`config.mk`:
```
export PLATFORM = sky130hd
export DESIGN_NAME = rpn_sequencer
export DESIGN_NICKNAME = d
export VERILOG_FILES = /design/src/rtl/rpn_pkg.sv /design/src/rtl/token_fifo.sv /design/src/rtl/rpn_sequencer.sv
export SDC_FILE = /design/constraint.sdc
export NUM_CORES = 1
export LEC_CHECK = 0
export BUFFER_PORTS_ARGS = -buffer_cell sky130_fd_sc_hd__buf_2
export CORE_MARGIN = 2
export CORE_UTILIZATION = 64
export CTS_BUF_LIST = sky130_fd_sc_hd__clkbuf_8
export DETAILED_ROUTE_END_ITERATION = 10
export GPL_TIMING_DRIVEN = 0
export PLACE_DENSITY = 0.95
export SYNTH_ARGS = -nofsm -noshare
export SYNTH_HDL_FRONTEND = slang
export SYNTH_SLANG_ARGS = --single-unit
export TNS_END_PERCENT = 20
```
`constraint.sdc`:
```
create_clock -name clk -period 3.75 [get_ports clk]
set_clock_uncertainty 0.05 [all_clocks]
set_input_delay 0.75 -clock clk [delete_from_list [all_inputs] [get_ports clk]]
set_output_delay 0.75 -clock clk [all_outputs]
set_load 0.05 [all_outputs]
```
`src/rtl/rpn_pkg.sv`:
```
// Shared definitions for the RPN token sequencer: FSM states, ALU opcodes, FIFO depth.
package rpn_pkg;

  typedef enum logic [1:0] {
    S_IDLE  = 2'd0,
    S_LOAD  = 2'd1,
    S_ISSUE = 2'd2,
    S_WAIT  = 2'd3
  } state_e;

  typedef enum logic [1:0] {
    ALU_ADD = 2'd0,
    ALU_SUB = 2'd1,
    ALU_AND = 2'd2,
    ALU_OR  = 2'd3
  } alu_op_e;

  localparam int FIFO_DEPTH = 4;

endpackage

```
`src/rtl/token_fifo.sv`:
```
// Small synchronous token FIFO; head is visible combinationally, no write-through.
module token_fifo #(
  parameter int WIDTH = 5,
  parameter int DEPTH = 4
) (
  input  logic             clk,
  input  logic             rst_n,
  input  logic             flush,
  input  logic             wr_en,
  input  logic [WIDTH-1:0] wr_data,
  input  logic             rd_en,
  output logic [WIDTH-1:0] rd_data,
  output logic             full,
  output logic             empty
);
  localparam int AW = $clog2(DEPTH);

  logic [DEPTH-1:0][WIDTH-1:0] mem_q, mem_d;
  logic [AW-1:0]               wptr_q, wptr_d, rptr_q, rptr_d;
  logic [AW:0]                 cnt_q, cnt_d;
  logic                        do_wr, do_rd;

  assign full    = (cnt_q == (AW+1)'(DEPTH));
  assign empty   = (cnt_q == '0);
  assign rd_data = mem_q[rptr_q];

  always_comb begin
    mem_d  = mem_q;
    wptr_d = wptr_q;
    rptr_d = rptr_q;
    do_wr  = wr_en && !full;
    do_rd  = rd_en && !empty;
    if (do_wr) begin
      mem_d[wptr_q] = wr_data;
      wptr_d        = wptr_q + 1'b1;
    end
    if (do_rd) rptr_d = rptr_q + 1'b1;
    cnt_d = cnt_q + (AW+1)'(do_wr) - (AW+1)'(do_rd);
    if (flush) begin
      wptr_d = '0;
      rptr_d = '0;
      cnt_d  = '0;
    end
  end

  always_ff @(posedge clk) begin
    if (!rst_n) begin
      mem_q  <= '0;
      wptr_q <= '0;
      rptr_q <= '0;
      cnt_q  <= '0;
    end else begin
      mem_q  <= mem_d;
      wptr_q <= wptr_d;
      rptr_q <= rptr_d;
      cnt_q  <= cnt_d;
    end
  end

endmodule

```
`src/rtl/rpn_sequencer.sv`:
```
// Feeds queued RPN tokens to a multi-cycle stack calculator, tracking stack depth
// and capturing the calculator result after each operator.
module rpn_sequencer
  import rpn_pkg::*;
#(
  parameter int data_width  = 4,
  parameter int STACK_depth = 32,
  parameter int push_cycles = 2,
  parameter int op_cycles   = 4
) (
  input  logic                  clk,
  input  logic                  rst_n,
  input  logic                  clear,
  input  logic                  tok_valid,
  output logic                  tok_ready,
  input  logic                  tok_is_op,
  input  logic [data_width-1:0] tok_data,
  output logic                  push,
  output logic                  func,
  output logic [1:0]            ALU_opcode,
  output logic [data_width-1:0] dataIn,
  input  logic [data_width-1:0] calc_dataOut,
  output logic [data_width-1:0] result,
  output logic                  result_valid,
  output logic [5:0]            depth,
  output logic                  busy,
  output logic                  err_underflow,
  output logic                  err_overflow
);
  localparam int TW   = data_width + 1;
  localparam int MAXC = (push_cycles > op_cycles) ? push_cycles : op_cycles;
  localparam int CW   = $clog2(MAXC + 1);

  state_e                state_q, state_d;
  logic [CW-1:0]         cnt_q, cnt_d;
  logic [5:0]            depth_q, depth_d;
  logic                  op_q, op_d;
  logic                  was_func_q, was_func_d;
  logic                  clr_pend_q, clr_pend_d;
  logic                  err_un_q, err_un_d, err_ov_q, err_ov_d;
  logic [1:0]            alu_q, alu_d;
  logic [data_width-1:0] din_q, din_d, res_q, res_d;
  logic                  rv_q, rv_d;
  logic                  push_w, func_w, pop, flush;
  logic                  fifo_full, fifo_empty, wr_en;
  logic [TW-1:0]         head;

  assign tok_ready = rst_n && !fifo_full;
  assign wr_en     = tok_valid && tok_ready && !clear;

  token_fifo #(.WIDTH(TW), .DEPTH(FIFO_DEPTH)) u_fifo (
    .clk     (clk),
    .rst_n   (rst_n),
    .flush   (flush),
    .wr_en   (wr_en),
    .wr_data ({tok_is_op, tok_data}),
    .rd_en   (pop),
    .rd_data (head),
    .full    (fifo_full),
    .empty   (fifo_empty)
  );

  always_comb begin
    state_d    = state_q;
    cnt_d      = cnt_q;
    depth_d    = depth_q;
    op_d       = op_q;
    was_func_d = was_func_q;
    clr_pend_d = clr_pend_q;
    err_un_d   = err_un_q;
    err_ov_d   = err_ov_q;
    alu_d      = alu_q;
    din_d      = din_q;
    res_d      = res_q;
    rv_d       = 1'b0;
    push_w     = 1'b0;
    func_w     = 1'b0;
    pop        = 1'b0;
    flush      = 1'b0;
    // Outside WAIT a clear takes effect at once and wipes the presented values.
    if (clear && state_q != S_WAIT) begin
      state_d    = S_IDLE;
      flush      = 1'b1;
      depth_d    = '0;
      err_un_d   = 1'b0;
      err_ov_d   = 1'b0;
      clr_pend_d = 1'b0;
      alu_d      = '0;
      din_d      = '0;
      res_d      = '0;
    end else begin
      case (state_q)
        S_IDLE: if (!fifo_empty) state_d = S_LOAD;
        S_LOAD: begin
          pop     = 1'b1;
          op_d    = head[data_width];
          if (head[data_width]) alu_d = head[1:0];
          else                  din_d = head[data_width-1:0];
          state_d = S_ISSUE;
        end
        S_ISSUE: begin
          state_d = S_IDLE;
          if (!op_q) begin
            if (depth_q < 6'(STACK_depth)) begin
              push_w     = 1'b1;
              depth_d    = depth_q + 6'd1;
              cnt_d      = CW'(push_cycles - 1);
              was_func_d = 1'b0;
              state_d    = S_WAIT;
            end else begin
              err_ov_d = 1'b1;
            end
          end else if (depth_q >= 6'd2) begin
            func_w     = 1'b1;
            depth_d    = depth_q - 6'd1;
            cnt_d      = CW'(op_cycles - 1);
            was_func_d = 1'b1;
            state_d    = S_WAIT;
          end else begin
            err_un_d = 1'b1;
          end
        end
        S_WAIT: begin
          if (clear) clr_pend_d = 1'b1;
          if (cnt_q == '0) begin
            state_d = S_IDLE;
            if (was_func_q) begin
              res_d = calc_dataOut;
              rv_d  = 1'b1;
            end
            // A clear seen during the window lands here, keeping the captured result.
            if (clr_pend_q || clear) begin
              flush      = 1'b1;
              depth_d    = '0;
              err_un_d   = 1'b0;
              err_ov_d   = 1'b0;
              clr_pend_d = 1'b0;
            end
          end else begin
            cnt_d = cnt_q - 1'b1;
          end
        end
        default: state_d = S_IDLE;
      endcase
    end
  end

  always_ff @(posedge clk) begin
    if (!rst_n) begin
      state_q    <= S_IDLE;
      cnt_q      <= '0;
      depth_q    <= '0;
      op_q       <= 1'b0;
      was_func_q <= 1'b0;
      clr_pend_q <= 1'b0;
      err_un_q   <= 1'b0;
      err_ov_q   <= 1'b0;
      alu_q      <= '0;
      din_q      <= '0;
      res_q      <= '0;
      rv_q       <= 1'b0;
    end else begin
      state_q    <= state_d;
      cnt_q      <= cnt_d;
      depth_q    <= depth_d;
      op_q       <= op_d;
      was_func_q <= was_func_d;
      clr_pend_q <= clr_pend_d;
      err_un_q   <= err_un_d;
      err_ov_q   <= err_ov_d;
      alu_q      <= alu_d;
      din_q      <= din_d;
      res_q      <= res_d;
      rv_q       <= rv_d;
    end
  end

  assign push          = rst_n && push_w;
  assign func          = rst_n && func_w;
  assign busy          = rst_n && ((state_q != S_IDLE) || !fifo_empty);
  assign ALU_opcode    = alu_q;
  assign dataIn        = din_q;
  assign result        = res_q;
  assign result_valid  = rv_q;
  assign depth         = depth_q;
  assign err_underflow = err_un_q;
  assign err_overflow  = err_ov_q;

endmodule

```
### Word level (Yosys, flattened, before mapping)

Index checks and enable logic that the tools add are counted.
Widths: inputs -> output; s select.

* add/subtract/negate cells: 7
* order comparisons: 5
* equality and inequality tests: 16
* muxes and demuxes: 51
* bitwise operators: 5
* reduce and logical (&&, ||, !) cells: 34

Operators by type and width (count)
* $mux 6: 5
* $mux 1: 27
* $bwmux 20: 1
* $reduce_and 5->1: 4
* $ne 2x2->1 const B: 9
* $mux 3: 4
* $pmux 6 s2: 1
* $bmux 5 s2: 1
* $demux 5 s2: 1
* $logic_and 1x1->1: 10
* $mux 2: 5
* $mux 5: 2
* $pmux 2 s4: 1
* $reduce_and 2->1: 4
* $add 6x1->6 const B: 1
* $ge 6x2->1 const B: 1
* $logic_not 3->1: 2
* $lt 2x3->1 const B: 2
* $lt 6x6->1 const B: 1
* $ne 3x3->1 const B: 2
* $pmux 3 s2: 1
* $reduce_bool 2->1: 3
* $sub 6x1->6 const B: 1
* $not 1->1: 5
* other kinds (17): 24

* bits in registers: 54
* bits of input ports: 13
* logic and storage cells: 137

### Logic depth before layout (Yosys ltp)

Gate-level depths: netlist (run 1).

* word-level depth: 8
* gate-level depth with buffers: 11
* gate-level depth less buffers: 10

### Modules after synthesis

A second synthesis (run 1) with hierarchy kept.

* cell total of the unflattened synthesis: 291
* area, all modules: 2738.9 um^2

By module, submodules not included
* rpn_sequencer: times used 1, cells each 163, area an instance 1423.9 um^2, sequential area each 540.5 um^2
* token_fifo: times used 1, cells each 128, area an instance 1315.0 um^2, sequential area each 540.5 um^2

### Least setup slack after synthesis (run 1)

OpenSTA, ideal clock, no wires.

* path type: input to output
* from: in rst_n
* to: out busy
* arrival: 2.360 ns
* path slack: 0.590 ns
* stages on the path: 3
* path buffers: 2
* cell sequence: clkbuf_1 > clkbuf_1 > a21boi_0

* cells in the longest elaborated chain, start to end: 1

RTL lines
* start, declared: line rpn_sequencer.sv:12 `input logic rst_n,`
* $logic_and 1x1->1: line rpn_sequencer.sv:180 `assign busy = rst_n && ((state_q != S_IDLE) || !fifo_empty);`
* end, declared: line rpn_sequencer.sv:26 `output logic busy,`

Every way passes these cells.

### Final worst setup path (run 1)

Same ends and word-level chain as after synthesis.

==> qor.csv, run 1 <==
metric;value;unit
setup_viol;0;
worstPathMaxFanout;10;
synth-edff-count;0;
cts_setup_buffers;0;
wl_per_cell;14.4;µm
synth_fa_ha_area_frac;0.0806;
vdd_ir_drop_max;0.258;mV
period_needed;2.99;ns
fillers;272;
report.final.hold_viol_count;0;
slowest_delay;0.38;ns
gp_congestion;0.837;
r2r_cells;11;
grt_pass1_vias;2088;
finalSetupTns;0;ns
area_delta_synth_final;12.6;%
core-area;0.00400;mm²
dp.final_hpwl;4130;µm
synth_mux_area_frac;0.100;
final_nets;357;
worstMarginPinSlew;0.661;ns
arrival;2.19;ns
worstHoldPathCells;2;
slew_headroom;0.556;
dpl_cell_area;0.00291;mm²
drive_gt1_frac;0.173;
htree_levels;2;
worst_setup_path_end_kind;primary output;
hold_buffers;0;
wirelength;5450;µm
final-max-slew-violation-count;0;
initial_core_util;0.668;
start_kind;input port;
netlist_area;0.00267;mm²
whs_endpoint;u_fifo.mem_q[14]$_SDFFE_PN0P_;
grt_pass1_wl;9020;µm
cts_root_buf;clkbuf_8;
min_path_type;reg -> reg;
cts_tree;done;
synth_ff_type;dfxtp_1;
die_area;0.00470;mm²
synth_top_family_by_area;simple AND/OR/NAND/NOR gates;
avgViaCountPerCell;5.79;
synth_area_leaders;dfxtp_1, ha_1, a21boi_0;
fin_util;0.752;
antenna_found_initial;0;
firstDrtPassIters;4;
rsz0062_at_grt;no;
synth_seq_cells;54;
die_width;68.6;µm
rows;23;
grt_usage;0.257;
cts_made_buffers;5;
path_buf_inv;4;
cp_cell_sequence;buf_2, clkbuf_1, clkbuf_1, a21boi_0, buf_2;
rr_endpoint;u_fifo.cnt_q[2]$_SDFF_PP0_;
r2r_slack;1.19;ns
power.total;0.000983;W
die_y;68.6;µm
synth_nets;315;
io_pins;36;
path_class;in -> out;
synth-warning-count;0;
async_flop_share;0;
place_inst;371;
post-route-drc-count;0;
power_density;327;mW/mm²
rr_startpoint;state_q[1]$_SDFFE_PP0P_;
cp_data_required_time;2.95;ns
synth_area_leader_cell;dfxtp_1;
yosysTopAreaCellShare;0.405;
p_leak;1.25;nW
diodes;0;
globalRouteOverflowTotal;0;
synthCells;286;
path_clk_slew;0.10;ns
avgSynthCellArea;9.34;µm²
ys_types;43;
final_cells;379;
worstSkewPairLatency;0.31;ns
num_vias;2194;
synth-xor-area-share;0.0295;
cts_resized;0;
clock_path_buffers;2;
max_freq;334;MHz
portBuffers;35;
ant_nets;0;
period_share;0.798;
synthSimpleGateAreaFrac;0.196;
synth_compound_area_frac;0.150;
min_from;u_fifo.mem_q[14]$_SDFFE_PN0P_;
drt-initial-drc-count;153;
fin_area;0.00301;mm²
cts.sinks;54;
status;finished, final reports clean;
maxCapViolations;0;
grt_max_degree;18;
yosysSeqAreaShare;0.405;
cp_slowest_cell;clkbuf_1;
crit_family;buffers and inverters;
-- flip-flops by register name, summed over array words and instances, names as in the netlist --
| name | flops |
|---|---|
| ALU_opcode | 2 |
| clr_pend_q | 1 |
| cnt_q | 3 |
| dataIn | 4 |
| depth | 6 |
| err_overflow | 1 |
| err_underflow | 1 |
| op_q | 1 |
| result | 4 |
| result_valid | 1 |
| state_q | 2 |
| u_fifo.cnt_q | 3 |
| u_fifo.mem_q | 20 |
| u_fifo.rptr_q | 2 |
| u_fifo.wptr_q | 2 |
| was_func_q | 1 |
-- placed cells by master (no fill, tap or decap), types with 4 or more instances in the layout --
| cell type | netlist | layout |
|---|---|---|
| xnor2_1 | 6 | 6 |
| inv_1 | 11 | 11 |
| a22o_1 | 4 | 4 |
| nand2_1 | 36 | 36 |
| clkbuf_8 | 0 | 6 |
| mux4_1 | 4 | 4 |
| nand3_1 | 20 | 20 |
| a21oi_1 | 11 | 11 |
| a21boi_0 | 23 | 23 |
| o21ai_0 | 7 | 7 |
| dfxtp_1 | 54 | 54 |
| ha_1 | 14 | 14 |
| buf_2 | 2 | 37 |
| clkbuf_1 | 5 | 5 |
| nor2_1 | 29 | 29 |
| nand2b_1 | 5 | 5 |
| mux2i_1 | 14 | 14 |
-- logic make-up (layout without fill, tap and decap cells) --
family | Yosys count | after routing
adder cells (fa/ha/maj) | 16 | 16
XOR/XNOR | 9 | 9
flip-flops | 54 | 54
multiplexers | 19 | 19
AO/OA/AOI/OAI | 58 | 58
buffers and inverters | 22 | 65
AND/OR/NAND/NOR | 108 | 108
-- through the flow --
| step | hold slack, ns | setup slack [ns] |
|---|---|---|
| final | 0.416 | 0.757 |
| after global routing | 0.456 | 0.611 |
| after detailed placement | 0.400 | 0.752 |
| after global placement | 0.398 | 0.802 |
| after CTS | 0.418 | 0.754 |
| after floorplan | 0.389 | 0.590 |
-- cells in the mapped netlist, types with 2 or more instances --
library cell  number
dfxtp_1           54
nand2_1           36
nor2_1            29
a21boi_0          23
nand3_1           20
ha_1              14
mux2i_1           14
a21oi_1           11
inv_1             11
o21ai_0            7
xnor2_1            6
clkbuf_1           5
nand2b_1           5
a22o_1             4
mux4_1             4
and2_1             3
buf_4              3
nor2b_1            3
xor2_1             3
a21o_1             2
a31oi_1            2
buf_2              2
fa_1               2
nand2b_2           2
nor3_1             2
o21ai_1            2
-- tightest hold or removal path, delay by kind of cell, from the launching register on --
kind | cells | cell delay, ns
flops | 1 | 0.32
compound gates | 1 | 0.06
simple gates | 1 | 0.04
-- metal layers --
| layer | GRT usage | vias up | wire (µm) |
|---|---|---|---|
| met5 | 0 | - | 0 |
| met4 | 0.113 | 0 | 99 |
| met3 | 0.0357 | 11 | 291 |
| met2 | 0.450 | 67 | 2720 |
| met1 | 0.311 | 1044 | 2330 |
| li1 | - | 1072 | - |
-- cell type report --
cell class	instances	area [µm²]	area share
multi-input combinational	210	1490	0.494
sequential	54	1080	0.360
timing repair buffer	35	175	0.0583
clock buffer	6	82.6	0.0275
buffer	11	62.6	0.0208
tap	50	62.6	0.0208
inverter	11	41.3	0.0137
clock inverter	2	16.3	0.00541
-- how the worst max path moves through the flow --
stage	cells past startpoint	from	endpoint	slack, ns
3_3_place_gp	5	rst_n	busy	0.80
4_1_cts	5	rst_n	busy	0.75
5_1_grt	5	rst_n	busy	0.61
3_5_place_dp	5	rst_n	busy	0.75
6_report	5	rst_n	busy	0.76
2_1_floorplan	3	rst_n	busy	0.59
-- report_power, final --
part           switching, W  internal (W)  total [W]
logic             0.0000321     0.0000193  0.0000514
clock network      0.000201      0.000152   0.000353
registers        0.00000212      0.000576   0.000578
total              0.000235      0.000748   0.000983
(Power assumes the default switching activity.)
==> inputs of run 2 (changes only) <==
- CORE_UTILIZATION: 64 -> 59
- PLACE_DENSITY: 0.95 -> 0.93
- clock period: 3.75 -> 2.9 ns (I/O delays scaled with it)
==> qor.csv, run 2 (same netlist as run 1, synthesis figures left out) <==
metric;value;unit;change
fillers;328;;+21%
post-route-drc-count;0;;unchanged
core-area;0.00435;mm²;+8.9%
grt_pass1_wl;9320;µm;+3.3%
slew_headroom;0.555;;-0.000756
switchingPower;0.000291;W;+24%
globalRouteOverflowTotal;0;;unchanged
cellInternalPower;0.000938;W;+25%
setup_viol;0;;unchanged
die_width;71.3;µm;+3.9%
power_density;411;mW/mm²;+26%
min_path_type;reg -> reg;;
avgViaCountPerCell;5.74;;-0.85%
ant_nets;0;;unchanged
cts_resized;0;;unchanged
combPwrFrac;0.053;;about the same
report.final.hold_viol_count;0;;unchanged
die_area;0.00508;mm²;+8.0%
worstMarginPinSlew;0.662;ns;+0.00113 ns
p_leak;1.24;nW;-0.28%
place_inst;373;;+0.54%
clock_path_buffers;2;;unchanged
initial_core_util;0.613;;-0.0543
cts_root_buf;clkbuf_8;;
wirelength;5510;µm;+1.0%
start_kind;input port;;
gp_congestion;0.842;;+0.60%
period_share;0.912;;
cts_setup_buffers;0;;unchanged
area_delta_synth_final;12.1;%;
cts_tree;done;;
cp_data_required_time;2.27;ns;-0.68 ns
largest_reg_flops;20;;unchanged
worstPathMaxFanout;10;;unchanged
mostFrequentLayoutCell;dfxtp_1;;
cts.sinks;54;;unchanged
num_vias;2181;;-0.59%
final_nets;357;;unchanged
status;finished, final reports clean;;
top_register;u_fifo.mem_q;;
drive_gt1_frac;0.171;;-0.00252
setup_ws;0.256;ns;-0.501 ns
seq_power_share;0.609;;+0.021
hold_buffers;0;;unchanged
pre_cts_slack;0.142;ns;-0.611 ns
arrival;2.01;ns;-0.18 ns
rows;24;;+4.3%
clkPwrFrac;0.338;;-0.021
antenna_found_initial;0;;unchanged
period_needed;2.64;ns;
max_freq;378;MHz;
portBuffers;35;;unchanged
htree_levels;2;;unchanged
firstDrtPassIters;5;;+1
final_cells;380;;+0.26%
finalSetupTns;0;ns;unchanged
vdd_ir_drop_max;0.236;mV;-8.3%
worst_setup_path_end_kind;primary output;;
rsz0062_at_grt;no;;
grt_usage;0.231;;-0.0258
wl_per_cell;14.5;µm;+0.78%
final-max-slew-violation-count;0;;unchanged
path_class;in -> out;;
most-common-layout-cells;dfxtp_1, buf_2, nand2_1, nor2_1, a21boi_0;;
io_pins;36;;unchanged
diodes;0;;unchanged
dp.final_hpwl;4080;µm;-1.1%
die_y;71.3;µm;+3.9%
path_clk_slew;0.10;ns;about the same
grt_max_degree;17;;-1
cts_made_buffers;5;;unchanged
drt-initial-drc-count;144;;-5.9%
worstSkewPairLatency;0.32;ns;about the same
maxCapViolations;0;;unchanged
power.total;0.00123;W;+25%
switching_share;0.237;;-0.00194
grt_pass1_vias;2083;;-0.24%
==> run 2: cell count changes in the layout (fill, tap and decap cells not counted) <==
cell,change
clkbuf_8,-1
clkinv_2,+1
clkinvlp_4,-1
==> run 2: final timing paths <==
kind | start | end | slack (ns) | cells past startpoint
max | rst_n | busy | 0.26 | 5
min | u_fifo.mem_q[1]$_SDFFE_PN0P_ | u_fifo.mem_q[1]$_SDFFE_PN0P_ | 0.42 | 2
max reg2reg | state_q[1]$_SDFFE_PP0P_ | u_fifo.cnt_q[2]$_SDFF_PP0_ | 0.39 | 11
min reg2reg | u_fifo.mem_q[1]$_SDFFE_PN0P_ | u_fifo.mem_q[1]$_SDFFE_PN0P_ | 0.42 | 2
==> run 2: cell type report <==
| cell class | count | area, µm² | share of cell area |
|---|---|---|---|
| Multi-Input combinational cell | 210 | 1490 | 0.496 |
| Sequential cell | 54 | 1080 | 0.361 |
| Timing Repair Buffer | 35 | 175 | 0.0585 |
| Clock buffer | 5 | 68.8 | 0.0230 |
| Tap cell | 52 | 65.1 | 0.0217 |
| Buffer | 11 | 62.6 | 0.0209 |
| Inverter | 11 | 41.3 | 0.0138 |
| Clock inverter | 2 | 13.8 | 0.00460 |
==> run 2: critical path, stage by stage <==
cell,delay [ns]
buf_2,0.12
clkbuf_1,0.36
clkbuf_1,0.34
a21boi_0,0.29
buf_2,0.31
==> run 2: metal layers <==
| layer | global-route usage | share of wire |
|---|---|---|
| met5 | 0 | 0 |
| met4 | 0.113 | 0.016 |
| met3 | 0.0450 | 0.053 |
| met2 | 0.379 | 0.49 |
| met1 | 0.292 | 0.44 |
==> run 2: power by group through the flow <==
stage / combinational (W) / clock [W] / sequential [W]
after detailed placement: 0.0000649 / 0 / 0.000765
after floorplan: 0.0000422 / 0 / 0.000765
after global placement: 0.0000644 / 0 / 0.000765
after global routing: 0.0000723 / 0.000442 / 0.000749
after CTS: 0.0000652 / 0.000415 / 0.000748
final: 0.0000657 / 0.000415 / 0.000748
==> run 2: per-stage QoR <==
stage	instance area (µm²)	hold slack, ns	utilization
3_3_place_gp	2910	0.397	0.668
5_1_grt	2990	0.443	0.687
6_report	2990	0.416	0.687
4_1_cts	2990	0.417	0.687
3_5_place_dp	2910	0.403	0.668
2_1_floorplan	2670	0.389	-
==> inputs of run 3 (changes only) <==
- CORE_UTILIZATION: 59 -> 35
- CTS_BUF_LIST: sky130_fd_sc_hd__clkbuf_8 -> sky130_fd_sc_hd__clkbuf_4
- PLACE_DENSITY: 0.93 -> 0.65
==> qor.csv, run 3 (same netlist as run 1, synthesis figures left out) <==
metric;value;unit;change
post-route-drc-count;0;;unchanged
rr_startpoint;state_q[1]$_SDFFE_PP0P_;;
worstPathMaxFanout;10;;unchanged
dp.final_hpwl;4220;µm;+3.4%
combPwrFrac;0.059;;+0.006
cts_root_buf;clkbuf_4;;
diodes;0;;unchanged
grt_usage;0.136;;-0.0944
slew_headroom;0.527;;-0.0284
cp_data_required_time;2.27;ns;about the same
setup_viol;0;;unchanged
max_freq;379;MHz;+0.24%
die_width;91.3;µm;+28%
seq_power_share;0.647;;+0.038
power_density;382;mW/mm²;-6.9%
portBuffers;35;;unchanged
cts_setup_buffers;0;;unchanged
io_pins;36;;unchanged
status;finished, final reports clean;;
grt_pass1_wl;9270;µm;-0.53%
rr_endpoint;u_fifo.cnt_q[2]$_SDFF_PP0_;;
cts.sinks;54;;unchanged
rsz0062_at_grt;no;;
hold_buffers;0;;unchanged
top_register;u_fifo.mem_q;;
switching_share;0.242;;+0.00531
cp_slowest_cell;clkbuf_1;;
cp_cell_sequence;buf_2, clkbuf_1, clkbuf_1, a21boi_0, buf_2;;
largest_reg_flops;20;;unchanged
cts_tree;done;;
num_vias;2137;;-2.0%
cellInternalPower;0.000877;W;-6.5%
htree_levels;2;;unchanged
globalRouteOverflowTotal;0;;unchanged
rows;31;;+29%
final_nets;357;;unchanged
most-common-layout-cells;dfxtp_1, buf_2, nand2_1, nor2_1, a21boi_0;;
cp.depth;5;;unchanged
die_area;0.00834;mm²;+64%
p_leak;1.23;nW;-0.70%
die_y;91.3;µm;+28%
final-max-slew-violation-count;0;;unchanged
firstDrtPassIters;4;;-1
cts_made_buffers;5;;unchanged
grt_max_degree;17;;unchanged
grt_pass1_vias;1962;;-5.8%
slowest_delay;0.38;ns;+0.02 ns
area_delta_synth_final;13.4;%;
r2r_cells;11;;unchanged
report.final.hold_viol_count;0;;unchanged
min_path_type;in -> reg;;
mostFrequentLayoutCell;dfxtp_1;;
wirelength;5640;µm;+2.4%
maxCapViolations;0;;unchanged
startpoint;rst_n;;
drive_gt1_frac;0.173;;+0.00252
antenna_found_initial;0;;unchanged
crit_family;buffers and inverters;;
cp-endpoint;busy;;
vdd_ir_drop_max;0.194;mV;-18%
core-area;0.00733;mm²;+68%
gp_congestion;0.811;;-3.7%
avgViaCountPerCell;4.99;;-13%
switchingPower;0.000280;W;-3.7%
path_buf_inv;4;;unchanged
ant_nets;0;;unchanged
r2r_slack;0.44;ns;+0.05 ns
clock_path_buffers;2;;unchanged
period_needed;2.64;ns;-0.00627 ns
wl_per_cell;13.2;µm;-9.1%
path_clk_slew;0.16;ns;+0.06 ns
worst_setup_path_end_kind;primary output;;
period_share;0.910;;-0.00216
initial_core_util;0.364;;-0.249
worstMarginPinSlew;0.705;ns;+0.0423 ns
cts_resized;0;;unchanged
drt-initial-drc-count;59;;-59%
clkPwrFrac;0.294;;-0.044
dpl_cell_area;0.00297;mm²;+2.0%
arrival;2.01;ns;about the same
start_kind;input port;;
finalSetupTns;0;ns;unchanged
fin_area;0.00303;mm²;+1.2%
path_class;in -> out;;
worstSkewPairLatency;0.37;ns;+0.05 ns
run 3: cell types whose count changed in the layout (fill, tap and decap cells not counted):
cell	before	now
clkbuf_4	0	6
clkbuf_8	5	0
clkinv_4	0	1
inv_6	1	0
run 3: layout make-up:
cell class	instances	area, µm²
Buffer	11	62.6
Clock buffer	6	45.0
Clock inverter	2	13.8
Fill cell	745	4300
Inverter	11	41.3
Multi-Input combinational cell	210	1490
Sequential cell	54	1080
Tap cell	99	124
Timing Repair Buffer	35	175
run 3: worst min path at each step:
stage,start,cells past startpoint,slack [ns],to
3_5_place_dp,u_fifo.mem_q[12]$_SDFFE_PN0P_,2,0.41,u_fifo.mem_q[12]$_SDFFE_PN0P_
6_report,calc_dataOut[0],3,0.38,result[0]$_SDFFE_PP0P_
4_1_cts,calc_dataOut[0],3,0.37,result[0]$_SDFFE_PP0P_
3_3_place_gp,u_fifo.mem_q[15]$_SDFFE_PN0P_,2,0.40,u_fifo.mem_q[15]$_SDFFE_PN0P_
5_1_grt,calc_dataOut[1],3,0.37,result[1]$_SDFFE_PP0P_
2_1_floorplan,u_fifo.mem_q[6]$_SDFFE_PN0P_,2,0.39,u_fifo.mem_q[6]$_SDFFE_PN0P_
run 3: worst reg2reg max path: stages, from the launching register on:
cell      delay, ns
dfxtp_1        0.35
buf_4          0.17
nand2b_2       0.26
nor3_2         0.25
ha_1           0.28
inv_1          0.06
ha_1           0.13
inv_1          0.05
fa_1           0.40
xor2_1         0.17
xnor2_1        0.14
nor2_1         0.05
run 3: power groups by stage:
stage	Sequential [W]	Clock (W)	Combinational [W]
after detailed placement	0.000765	0	0.0000678
final	0.000749	0.000340	0.0000681
after global placement	0.000765	0	0.0000671
after global routing	0.000751	0.000386	0.0000742
after floorplan	0.000765	0	0.0000422
after CTS	0.000750	0.000356	0.0000681
run 3: routing by layer:
layer	wire, µm	vias up	track usage
met5	0	-	0
met4	38	0	0.0303
met3	238	4	0.0282
met2	2660	51	0.231
met1	2700	1008	0.179
li1	-	1074	-
run 3: through the flow:
step	hold WS [ns]	total power (W)	utilization	instances	setup WS [ns]
floorplan	0.389	0.000807	-	286	0.0801
global placement	0.398	0.000832	0.405	420	0.151
detailed placement	0.405	0.000833	0.405	420	0.127
CTS	0.370	0.00117	0.413	428	0.217
global route	0.369	0.00121	0.413	428	0.166
finish	0.383	0.00116	0.413	428	0.262
